[src/rtl/key_session_ctrl.sv]
// Session controller: sequences load/round/result handshake per accepted
// key command, counts completed words and flags commands sent while the
// session is closed.
// Ports: Clk, Reset (async, active-high), Active, Mode, ValidCmd, OutReady
//   -> LoadEn, RoundEn, RoundIdx, ModeLatched, OutValid, Done, Abort,
//      CmdReject, Busy, WordCnt, SessionEnd.
// Optional: define KEY_SESSION_TIMEOUT_EN for the idle-timeout SessionEnd.
module key_session_ctrl #(
  parameter int ROUNDS         = 4,
  parameter int RIDX_W         = 4,
  parameter int WCNT_W         = 8,
  parameter int TIMEOUT_CYCLES = 16
) (
  input  logic              Clk,
  input  logic              Reset,
  input  logic              Active,
  input  logic              Mode,
  input  logic              ValidCmd,
  input  logic              OutReady,
  output logic              LoadEn,
  output logic              RoundEn,
  output logic [RIDX_W-1:0] RoundIdx,
  output logic              ModeLatched,
  output logic              OutValid,
  output logic              Done,
  output logic              Abort,
  output logic              CmdReject,
  output logic              Busy,
  output logic [WCNT_W-1:0] WordCnt,
  output logic              SessionEnd
);

  localparam logic [1:0] IDLE = 2'd0;
  localparam logic [1:0] LOAD = 2'd1;
  localparam logic [1:0] RUN  = 2'd2;
  localparam logic [1:0] HOLD = 2'd3;

  localparam logic [RIDX_W-1:0] LAST = RIDX_W'(ROUNDS - 1);

  logic [1:0]        state;
  logic [RIDX_W-1:0] cnt;

  always_ff @(posedge Clk or posedge Reset) begin
    if (Reset) begin
      state       <= IDLE;
      cnt         <= '0;
      ModeLatched <= 1'b0;
      WordCnt     <= '0;
      Done        <= 1'b0;
      Abort       <= 1'b0;
      CmdReject   <= 1'b0;
    end else begin
      Done      <= 1'b0;
      Abort     <= 1'b0;
      CmdReject <= 1'b0;
      case (state)
        IDLE: begin
          if (ValidCmd && Active) begin
            state       <= LOAD;
            ModeLatched <= Mode;
          end else if (ValidCmd) begin
            CmdReject <= 1'b1;
          end
        end
        LOAD: begin
          if (!Active) begin
            state <= IDLE;
            Abort <= 1'b1;
          end else begin
            cnt   <= '0;
            state <= RUN;
          end
        end
        RUN: begin
          if (!Active) begin
            state <= IDLE;
            Abort <= 1'b1;
          end else begin
            cnt <= cnt + 1'b1;
            if (cnt == LAST) state <= HOLD;
          end
        end
        default: begin
          // A dropped session still lets the held result drain.
          if (OutReady) begin
            Done    <= 1'b1;
            WordCnt <= WordCnt + 1'b1;
            if (Active && ValidCmd) begin
              state       <= LOAD;
              ModeLatched <= Mode;
            end else begin
              state <= IDLE;
            end
          end
        end
      endcase
    end
  end

  assign LoadEn   = (state == LOAD);
  assign RoundEn  = (state == RUN);
  assign OutValid = (state == HOLD);
  assign Busy     = (state != IDLE);
  assign RoundIdx = !RoundEn    ? '0 :
                    ModeLatched ? LAST - cnt : cnt;

`ifdef KEY_SESSION_TIMEOUT_EN
  localparam int TW = $clog2(TIMEOUT_CYCLES + 1);
  localparam logic [TW-1:0] TLAST = TW'(TIMEOUT_CYCLES - 1);

  logic [TW-1:0] idle_cnt;

  always_ff @(posedge Clk or posedge Reset) begin
    if (Reset) begin
      idle_cnt   <= '0;
      SessionEnd <= 1'b0;
    end else begin
      SessionEnd <= 1'b0;
      if (state == IDLE && Active && !ValidCmd) begin
        if (idle_cnt == TLAST) begin
          idle_cnt   <= '0;
          SessionEnd <= 1'b1;
        end else begin
          idle_cnt <= idle_cnt + 1'b1;
        end
      end else begin
        idle_cnt <= '0;
      end
    end
  end
`else
  logic unused_timeout;
  assign unused_timeout = ^TIMEOUT_CYCLES;
  assign SessionEnd     = 1'b0;
`endif

endmodule

[config.mk]
export PLATFORM = sky130hd
export DESIGN_NAME = key_session_ctrl
export DESIGN_NICKNAME = d
export VERILOG_FILES = /design/src/rtl/key_session_ctrl.sv
export SDC_FILE = /design/constraint.sdc
export NUM_CORES = 1
export LEC_CHECK = 0
export BUFFER_PORTS_ARGS = -buffer_cell sky130_fd_sc_hd__buf_4
export CAP_MARGIN = 10
export CORE_MARGIN = 5
export CORE_UTILIZATION = 30
export CTS_CLUSTER_DIAMETER = 100
export CTS_CLUSTER_SIZE = 28
export DETAILED_ROUTE_END_ITERATION = 8
export GPL_TIMING_DRIVEN = 1
export PLACE_DENSITY = 0.56
export SLEW_MARGIN = 20
export SYNTH_ARGS = -nofsm -noshare
export SYNTH_HDL_FRONTEND = slang
export SYNTH_SLANG_ARGS = --single-unit
[constraint.sdc]
create_clock -name Clk -period 3.3 [get_ports Clk]
set_input_delay 0.165 -clock Clk [delete_from_list [all_inputs] [get_ports Clk]]
set_output_delay 0.165 -clock Clk [all_outputs]
set_load 0.03 [all_outputs]
==> results.yml, run 1 <==
status:
  status: "completed"
timing:
  period_share_pct: 54.63
  relSlewSlack_pct: 52.89
  maxSlewViolCount: 0
  final.min_clock_period_ns: 1.803
  worstMarginPinSlew_ns: 0.7059
  rsz0062_at_grt: "false"
  finalHoldViolations: 0
  fin_setup_tns_ns: 0
  setup_violations: 0
  skew_ns: 0.002886
  max_freq_mhz: 554.7
grt:
  grt_remaining_overflow: 0
  antenna_found_initial: 0
  grt_pass1_wl_um: 3456
  grt_pass1_vias: 765
  grt_use_total_pct: 9.749
  grt_max_degree: 19
setup_path:
  cp.required_ns: 3.13
  start_kind: "flip-flop"
  worstPathMaxFanout: 12
  cp-end-kind: "primary output"
  cp.arrival_ns: 1.64
  crit_type: "flip-flop to primary output"
synthesis:
  syn_inst: 99
  syn-num-nets: 115
  yosysWarnings: 0
  synth_top_area_share_pct: 43.17
  ys_ff_latch: 18
  syn_avg_cell_area_um2: 10.54
  synth_top_cell_by_area: "dfrtp_1"
  synth_edf_count: 0
  synth_ff_type: "dfrtp_1"
  yosys-top-cells-count: "dfrtp_1 (18), ha_1 (10), inv_1 (7), nand2_1 (7), xor2_1 (6)"
  async_flop_share_pct: 100.0
  ys_types: 30
  synth.area.top_cells: "dfrtp_1 (43%), ha_1 (12%), xor2_1 (5.0%)"
  synth_most_common_cell: "dfrtp_1"
  syn_area_um2: 1044
  yosysSeqAreaShare_pct: 43.17
placed_design:
  gp_congestion: 0.8596
  dp_hpwl_um: 1596
  dp.cells: 166
  io_buffers: 25
  post_dp_cell_area_um2: 1255
final_layout:
  drive_gt1_share_pct: 27.20
  n_antenna_cell: 0
  fin_cells: 171
  synthToLayoutAreaGrowth_pct: 24.70
  final_nets: 142
  fill_cells: 367
  fin_area_um2: 1301
floorplanning:
  dieArea_um2: 4758
  initial_utilization_pct: 31.03
  die_w_um: 68.98
  ios: 27
  rows: 21
  core_area_um2: 3363
  die_h_um: 68.98
route:
  first_pass_iters: 4
  wl_per_cell_um: 12.47
  ant_nets: 0
  drt_iter0_markers: 29
  post-route-drc-count: 0
  drt_wl_total_um: 2133
  num_vias: 759
  avgViaCountPerCell: 4.439
clock_network:
  cts.path.max_buffers: 2
  cts_hold_buf: 1
  cts.repair.resized: 0
  root_buffer: "clkbuf_4"
  clk-insertion-delay-late_ns: 0.29
  cts.clk_slew.worst_paths_ns: 0.11
  cts_tree: "built"
  cts_setup_buffers: 0
  numClockSinks: 18
  cts-buffers-inserted: 3
  cts_max_level: 1
power_and_ir_drop:
  p_per_area_nw_per_um2: 766.3
  p_leak_nw: 0.6553
  peakVddDrop_mv: 0.3592
hold_path:
  hp-class: "primary input to flip-flop"
job:
  maxCapViolCount: 0
-- cell usage in the layout, fill, tap and decap left out, types with 2 or more instances in the layout --
cell	netlist	layout
buf_4	3	25
dfrtp_1	18	18
ha_1	10	10
inv_1	7	7
nand2_1	7	7
xor2_1	6	6
and2_1	5	5
nand3_1	4	4
nor2_1	4	4
o21ai_0	4	4
mux2i_1	3	3
xnor2_1	3	3
nand4_1	3	3
nor2b_1	3	3
clkbuf_4	0	3
o211ai_1	2	2
nor3_1	2	2
mux2_2	2	2
-- layout make-up --
class	count	area, µm²	share of cell area [%]
Multi-Input combinational cell	70	533.0	40.96
Sequential cell	18	450.4	34.62
Timing Repair Buffer	26	197.7	15.19
Tap cell	46	57.56	4.423
Clock buffer	4	36.28	2.788
Inverter	7	26.28	2.019
-- stage by stage --
stage | utilization (%) | setup slack (ns) | total power, mW | hold slack (ns)
4_1_cts | 38.69 | 1.478 | 1.006 | 0.09592
5_1_grt | 38.69 | 1.356 | 1.069 | 0.08853
3_3_place_gp | 37.31 | 1.665 | 0.8597 | 0.3345
2_1_floorplan | - | 1.577 | 0.7096 | 0.1036
3_5_place_dp | 37.31 | 1.605 | 0.8646 | 0.3301
6_report | 38.69 | 1.497 | 0.9971 | 0.1028
-- where the power goes --
| part | internal, mW | total (mW) | leakage [nW] | switching, mW |
|---|---|---|---|---|
| clock | 0.0672 | 0.139 | 0.0210 | 0.0720 |
| sequential | 0.276 | 0.341 | 0.240 | 0.0649 |
| combinational | 0.216 | 0.517 | 0.395 | 0.301 |
| total | 0.559 | 0.997 | 0.655 | 0.438 |
-- routing by layer --
metal	share of wire [%]	track usage, %
met5	0	0
met4	0.66	4.380
met3	4.4	2.593
met2	44	14.29
met1	51	13.32
-- sequential cells by signal (all words and copies together) (netlist names) --
signal       cells
Done             1
CmdReject        1
WordCnt          8
Abort            1
cnt              4
state            2
ModeLatched      1
-- path summary, 6_finish.rpt --
| check | startpoint | endpoint | slack, ns | cells past startpoint |
|---|---|---|---|---|
| setup / recovery | state[0] | RoundIdx[3] | 1.50 | 4 |
| max in group asynchronous | Reset | WordCnt[2] | 2.32 | 3 |
| hold / removal | Mode | ModeLatched | 0.10 | 2 |
| setup reg to reg | state[0] | state[0] | 1.60 | 5 |
| hold reg to reg | WordCnt[7] | WordCnt[7] | 0.47 | 1 |
| min in group asynchronous | Reset | Abort | 0.54 | 3 |
-- kinds of logic after synthesis --
group	after synthesis	share of synthesized area (%)
mux	6	6.474
xor+xnor	9	7.554
buf+inv	11	5.756
flops	18	43.17
fa+ha+maj	10	11.99
compound gates	13	9.473
other cells	1	0.3594
simple gates	31	15.23
-- critical path: stages (launching register included) --
cell and delay [ns]:
dfrtp_1 0.43, inv_1 0.16, ha_1 0.41, nor2b_1 0.18
buf_4 0.17
No activity file was read; power rests on OpenSTA's default activity.
==> run 2, diff against run 1 <==
- clock period: 3.3 -> 1.7 ns (I/O delays scaled with it)
==> run 2 against run 1 <==
Highest routed layer unchanged. Setup slack got worse by 1.4 ns. Count of clock-buffer cells in the layout did not move. Largest power group unchanged. Power rose by 97%. Critical path type unchanged. Die area did not move. Sequential cell count did not move. Sequential power rose by 95%. Combinational power rose by 100%. First-iteration DRC count fell by 69%. Non-clock buffer count rose by 2. Hold slack got worse by 0.075 ns.
==> results.yml, run 2 (synthesized netlist as in run 1, its figures left out) <==
final_layout:
  reg_top3: "WordCnt: 8 flops, cnt: 4 flops, state: 2 flops"
  synthToLayoutAreaGrowth_pct: 27.34
  multi_input_area_um2: 545.5
  layout_common_cells: "buf_4 (27), dfrtp_1 (18), ha_1 (9)"
  drive_gt1_share_pct: 29.92
  largest_reg_flops: 8
  n_antenna_cell: 0
  fin_util_pct: 39.51
  top_register: "WordCnt"
  register_area_um2: 450.4
  layout.cells.most_common: "buf_4"
  fill_cells: 365
  final_nets: 144
setup_path:
  cp-end-kind: "primary output"
  crit_type: "flip-flop to primary output"
  worstReg2RegStart: "state[0]"
  cp.arrival_ns: 1.48
  cp.required_ns: 1.62
  worstPathMaxFanout: 8
  start_kind: "flip-flop"
  startpoint: "state[0]"
hold_path:
  min-delay-start: "Mode"
  hp-class: "primary input to flip-flop"
timing:
  skew_ns: 0.003999
  maxSlewViolCount: 0
  period_share_pct: 91.84
  max_freq_mhz: 640.5
  fin_setup_tns_ns: 0
  worstMarginPinSlew_ns: 0.6863
  finalHoldViolations: 0
  relSlewSlack_pct: 54.20
  setup_violations: 0
  rsz0062_at_grt: "false"
  final.min_clock_period_ns: 1.561
floorplanning:
  dieArea_um2: 4758
  die_w_um: 68.98
  core_area_um2: 3363
  initial_utilization_pct: 31.03
  rows: 21
  die_h_um: 68.98
  ios: 27
grt:
  grt_pass1_wl_um: 3525
  grt_use_total_pct: 10.03
  grt_remaining_overflow: 0
  grt_max_degree: 19
  antenna_found_initial: 0
  grt_pass1_vias: 770
clock_network:
  cts.clk_slew.worst_paths_ns: 0.10
  cts-buffers-inserted: 3
  numClockSinks: 18
  clk-insertion-delay-late_ns: 0.29
  cts_tree: "built"
  root_buffer: "clkbuf_4"
  cts_max_level: 1
  cts.path.max_buffers: 2
placed_design:
  io_buffers: 25
  dp_hpwl_um: 1672
  gp_congestion: 0.7763
route:
  avgViaCountPerCell: 4.416
  wl_per_cell_um: 12.36
  drt_iter0_markers: 9
  drt_wl_total_um: 2139
  ant_nets: 0
  num_vias: 764
  first_pass_iters: 5
  post-route-drc-count: 0
power_and_ir_drop:
  peakVddDrop_mv: 0.8752
  power_mw: 1.968
  p_per_area_nw_per_um2: 1481
  p_leak_nw: 0.6641
status:
  status: "completed"
job:
  maxCapViolCount: 0
-- run 2: cell count changes in the layout (fill, tap and decap cells not counted), sizes merged --
cell,change
buf,+2
-- run 2: worst paths after layout --
check,endpoint,slack [ns],cells past startpoint
worst max register to register,WordCnt[1],0.15,4
max in group asynchronous,WordCnt[7],0.82,3
worst max-delay path,RoundIdx[3],0.14,5
worst min register to register,WordCnt[7],0.47,1
worst min-delay path,ModeLatched,0.03,2
min in group asynchronous,WordCnt[2],0.45,3
-- run 2: routing by layer --
layer | share of wire, % | up-vias | GRT usage [%] | wire [µm]
li1 | - | 389 | - | -
met4 | 2.3 | 0 | 4.380 | 49
met1 | 50 | 347 | 14.06 | 1068
met5 | 0 | - | 0 | 0
met2 | 43 | 22 | 13.93 | 919
met3 | 4.7 | 6 | 3.241 | 101
-- run 2: area by class of cell --
cell class	count	share of cell area, %
timing repair buffer	28	16.01
inverter	7	1.977
tap	46	4.331
sequential	18	33.90
multi-input combinational	70	41.05
clock buffer	4	2.731
-- run 2: timing repair --
action,in CTS,in global routing
setup endpoints to repair,3,3
hold buffers,1,0
setup buffers,0,1
hold endpoints to repair,18,0
resized for setup,2,1
-- run 2: critical path, cell delays in order, from the launching register on --
cell	delay [ns]
dfrtp_1	0.43
inv_2	0.13
ha_4	0.18
buf_4	0.15
nor2b_1	0.13
buf_4	0.16
-- run 2: per-stage QoR --
stage	area (µm²)	setup slack, ns	instances	hold WS, ns
after floorplan	1044	0.05734	99	0.02357
after global placement	1262	0.1788	167	0.2399
final	1329	0.1387	173	0.02755
after detailed placement	1262	0.1292	167	0.2376
after global routing	1329	0.01068	173	0.01264
after CTS	1311	0.05124	172	0.01809
-- run 2: power breakdown --
part | internal (mW) | leakage [nW] | switching (mW) | total (mW)
Combinational | 0.448 | 0.403 | 0.596 | 1.04
Clock | 0.130 | 0.0210 | 0.128 | 0.259
Sequential | 0.536 | 0.240 | 0.129 | 0.665
==> run 3, diff against run 2 <==
- CORE_UTILIZATION: 30 -> 50
- PLACE_DENSITY: 0.56 -> 0.82
- clock period: 1.7 -> 2 ns (I/O delays scaled with it)
==> run 3 against run 2 <==
Routed wire length down 4.1%. Clock skew down 0.0019 ns. Non-clock buffer count down 2. Via count up 4.1%. Critical path depth unchanged. Die area down 35%. Hold slack better by 0.0097 ns. Setup slack better by 0.095 ns. Global-route usage up 3.9 points. Critical path type is now flip-flop to flip-flop. Largest cell class unchanged. Largest power group unchanged.
==> results.yml, run 3 (synthesized netlist as in run 1, its figures left out) <==
status:
  status: "completed"
grt:
  grt_pass1_vias: 734
  antenna_found_initial: 0
  grt_remaining_overflow: 0
  grt_pass1_wl_um: 3470
  grt_max_degree: 19
  grt_use_total_pct: 13.95
timing:
  setup_violations: 0
  maxSlewViolCount: 0
  relSlewSlack_pct: 55.91
  final.min_clock_period_ns: 1.766
  skew_ns: 0.002142
  max_freq_mhz: 566.2
  worstMarginPinSlew_ns: 0.6607
  rsz0062_at_grt: "false"
  finalHoldViolations: 0
  period_share_pct: 88.30
  fin_setup_tns_ns: 0
clock_network:
  cts_max_level: 1
  root_buffer: "clkbuf_4"
  cts_setup_buffers: 0
  cts.path.max_buffers: 2
  clk-insertion-delay-late_ns: 0.29
  cts-buffers-inserted: 3
  cts.clk_slew.worst_paths_ns: 0.10
  numClockSinks: 18
  cts_tree: "built"
final_layout:
  register_area_um2: 450.4
  top_register: "WordCnt"
  layout.cells.most_common: "buf_4"
  multi_input_area_um2: 533.0
  synthToLayoutAreaGrowth_pct: 22.42
  drive_gt1_share_pct: 27.20
  layout_common_cells: "buf_4 (25), dfrtp_1 (18), ha_1 (10)"
  fill_cells: 159
  final_nets: 142
  largest_reg_flops: 8
  fin_cells: 152
  reg_top3: "WordCnt: 8 flops, cnt: 4 flops, state: 2 flops"
  n_antenna_cell: 0
route:
  drt_iter0_markers: 16
  ant_nets: 0
  drt_wl_total_um: 2051
  wl_per_cell_um: 13.49
  num_vias: 795
  post-route-drc-count: 0
  first_pass_iters: 6
  avgViaCountPerCell: 5.230
job:
  maxCapViolCount: 0
power_and_ir_drop:
  p_switching_mw: 0.7248
  intPower_mw: 0.9223
  peakVddDrop_mv: 0.9434
  p_leak_nw: 0.6553
  seqPwrFrac_pct: 34.3
  swShare_pct: 44.01
  comb_power_share_pct: 52.1
  p_per_area_nw_per_um2: 1289
  pwr-share-clk_pct: 13.6
floorplanning:
  core_area_um2: 1982
  dieArea_um2: 3101
  die_w_um: 55.69
  initial_utilization_pct: 52.65
  ios: 27
  rows: 16
  die_h_um: 55.69
placed_design:
  dp_hpwl_um: 1554
  io_buffers: 25
  dp.cells: 147
  gp_congestion: 0.9153
setup_path:
  crit_type: "flip-flop to flip-flop"
  cp.arrival_ns: 1.98
  worstPathMaxFanout: 12
  start_kind: "flip-flop"
  cp-end-kind: "flip-flop"
  cp.required_ns: 2.22
hold_path:
  hp-class: "primary input to flip-flop"
[run 3: changes by cell type in the layout (fill, tap and decap cells not counted), sizes merged]
cell	previous run	this run
buf	27	25
[run 3: area by class of cell]
class	instances	area share [%]
clock buffer	4	2.840
timing repair buffer	26	15.47
inverter	7	2.057
sequential	18	35.26
tap	27	2.644
multi-input combinational	70	41.72
[run 3: per-layer routing]
| metal | share of wire [%] | GRT usage, % |
|---|---|---|
| met4 | 1.3 | 4.861 |
| met3 | 6.3 | 3.480 |
| met2 | 46 | 21.45 |
| met5 | 0 | 0 |
| met1 | 47 | 18.91 |
[run 3: final timing paths]
check / startpoint / end / slack [ns] / cells after the start
max in group asynchronous: Reset / WordCnt[3] / 1.13 / 3
min reg2reg: WordCnt[7] / WordCnt[7] / 0.48 / 1
max: state[0] / state[0] / 0.23 / 5
max reg2reg: state[0] / state[0] / 0.23 / 5
min in group asynchronous: Reset / ModeLatched / 0.44 / 3
min: Mode / ModeLatched / 0.04 / 2
[run 3: power by group through the flow]
| stage | sequential [mW] | clock (mW) | combinational [mW] |
|---|---|---|---|
| 3_3_place_gp | 0.561 | 0 | 0.838 |
| 4_1_cts | 0.565 | 0.227 | 0.866 |
| 6_report | 0.564 | 0.224 | 0.859 |
| 2_1_floorplan | 0.669 | 0 | 0.502 |
| 5_1_grt | 0.579 | 0.252 | 0.931 |
| 3_5_place_dp | 0.571 | 0 | 0.858 |
[run 3: per-stage QoR]
step                setup slack [ns]  hold slack, ns  utilization (%)  power (mW)  area (µm²)
floorplan                     0.3423         0.03857                -       1.171        1044
global placement              0.3787          0.2460            62.12       1.399        1231
detailed placement            0.2559          0.2472            62.12       1.428        1231
CTS                           0.2248         0.03852            64.46       1.659        1277
global route                 0.07025         0.02605            64.46       1.761        1277
finish                        0.2339         0.03727            64.46       1.647        1277
[run 3: repair_timing]
item,CTS,global route
endpoints found under the setup margin,0,0
resized for setup,0,0
hold buffers,1,0
endpoints found under the hold margin,18,0
[run 3: critical path, stage by stage, from the launching register on]
cell	delay [ns]
dfrtp_1	0.43
inv_1	0.16
ha_1	0.41
nor4_1	0.14
a211oi_2	0.30
mux2i_1	0.25
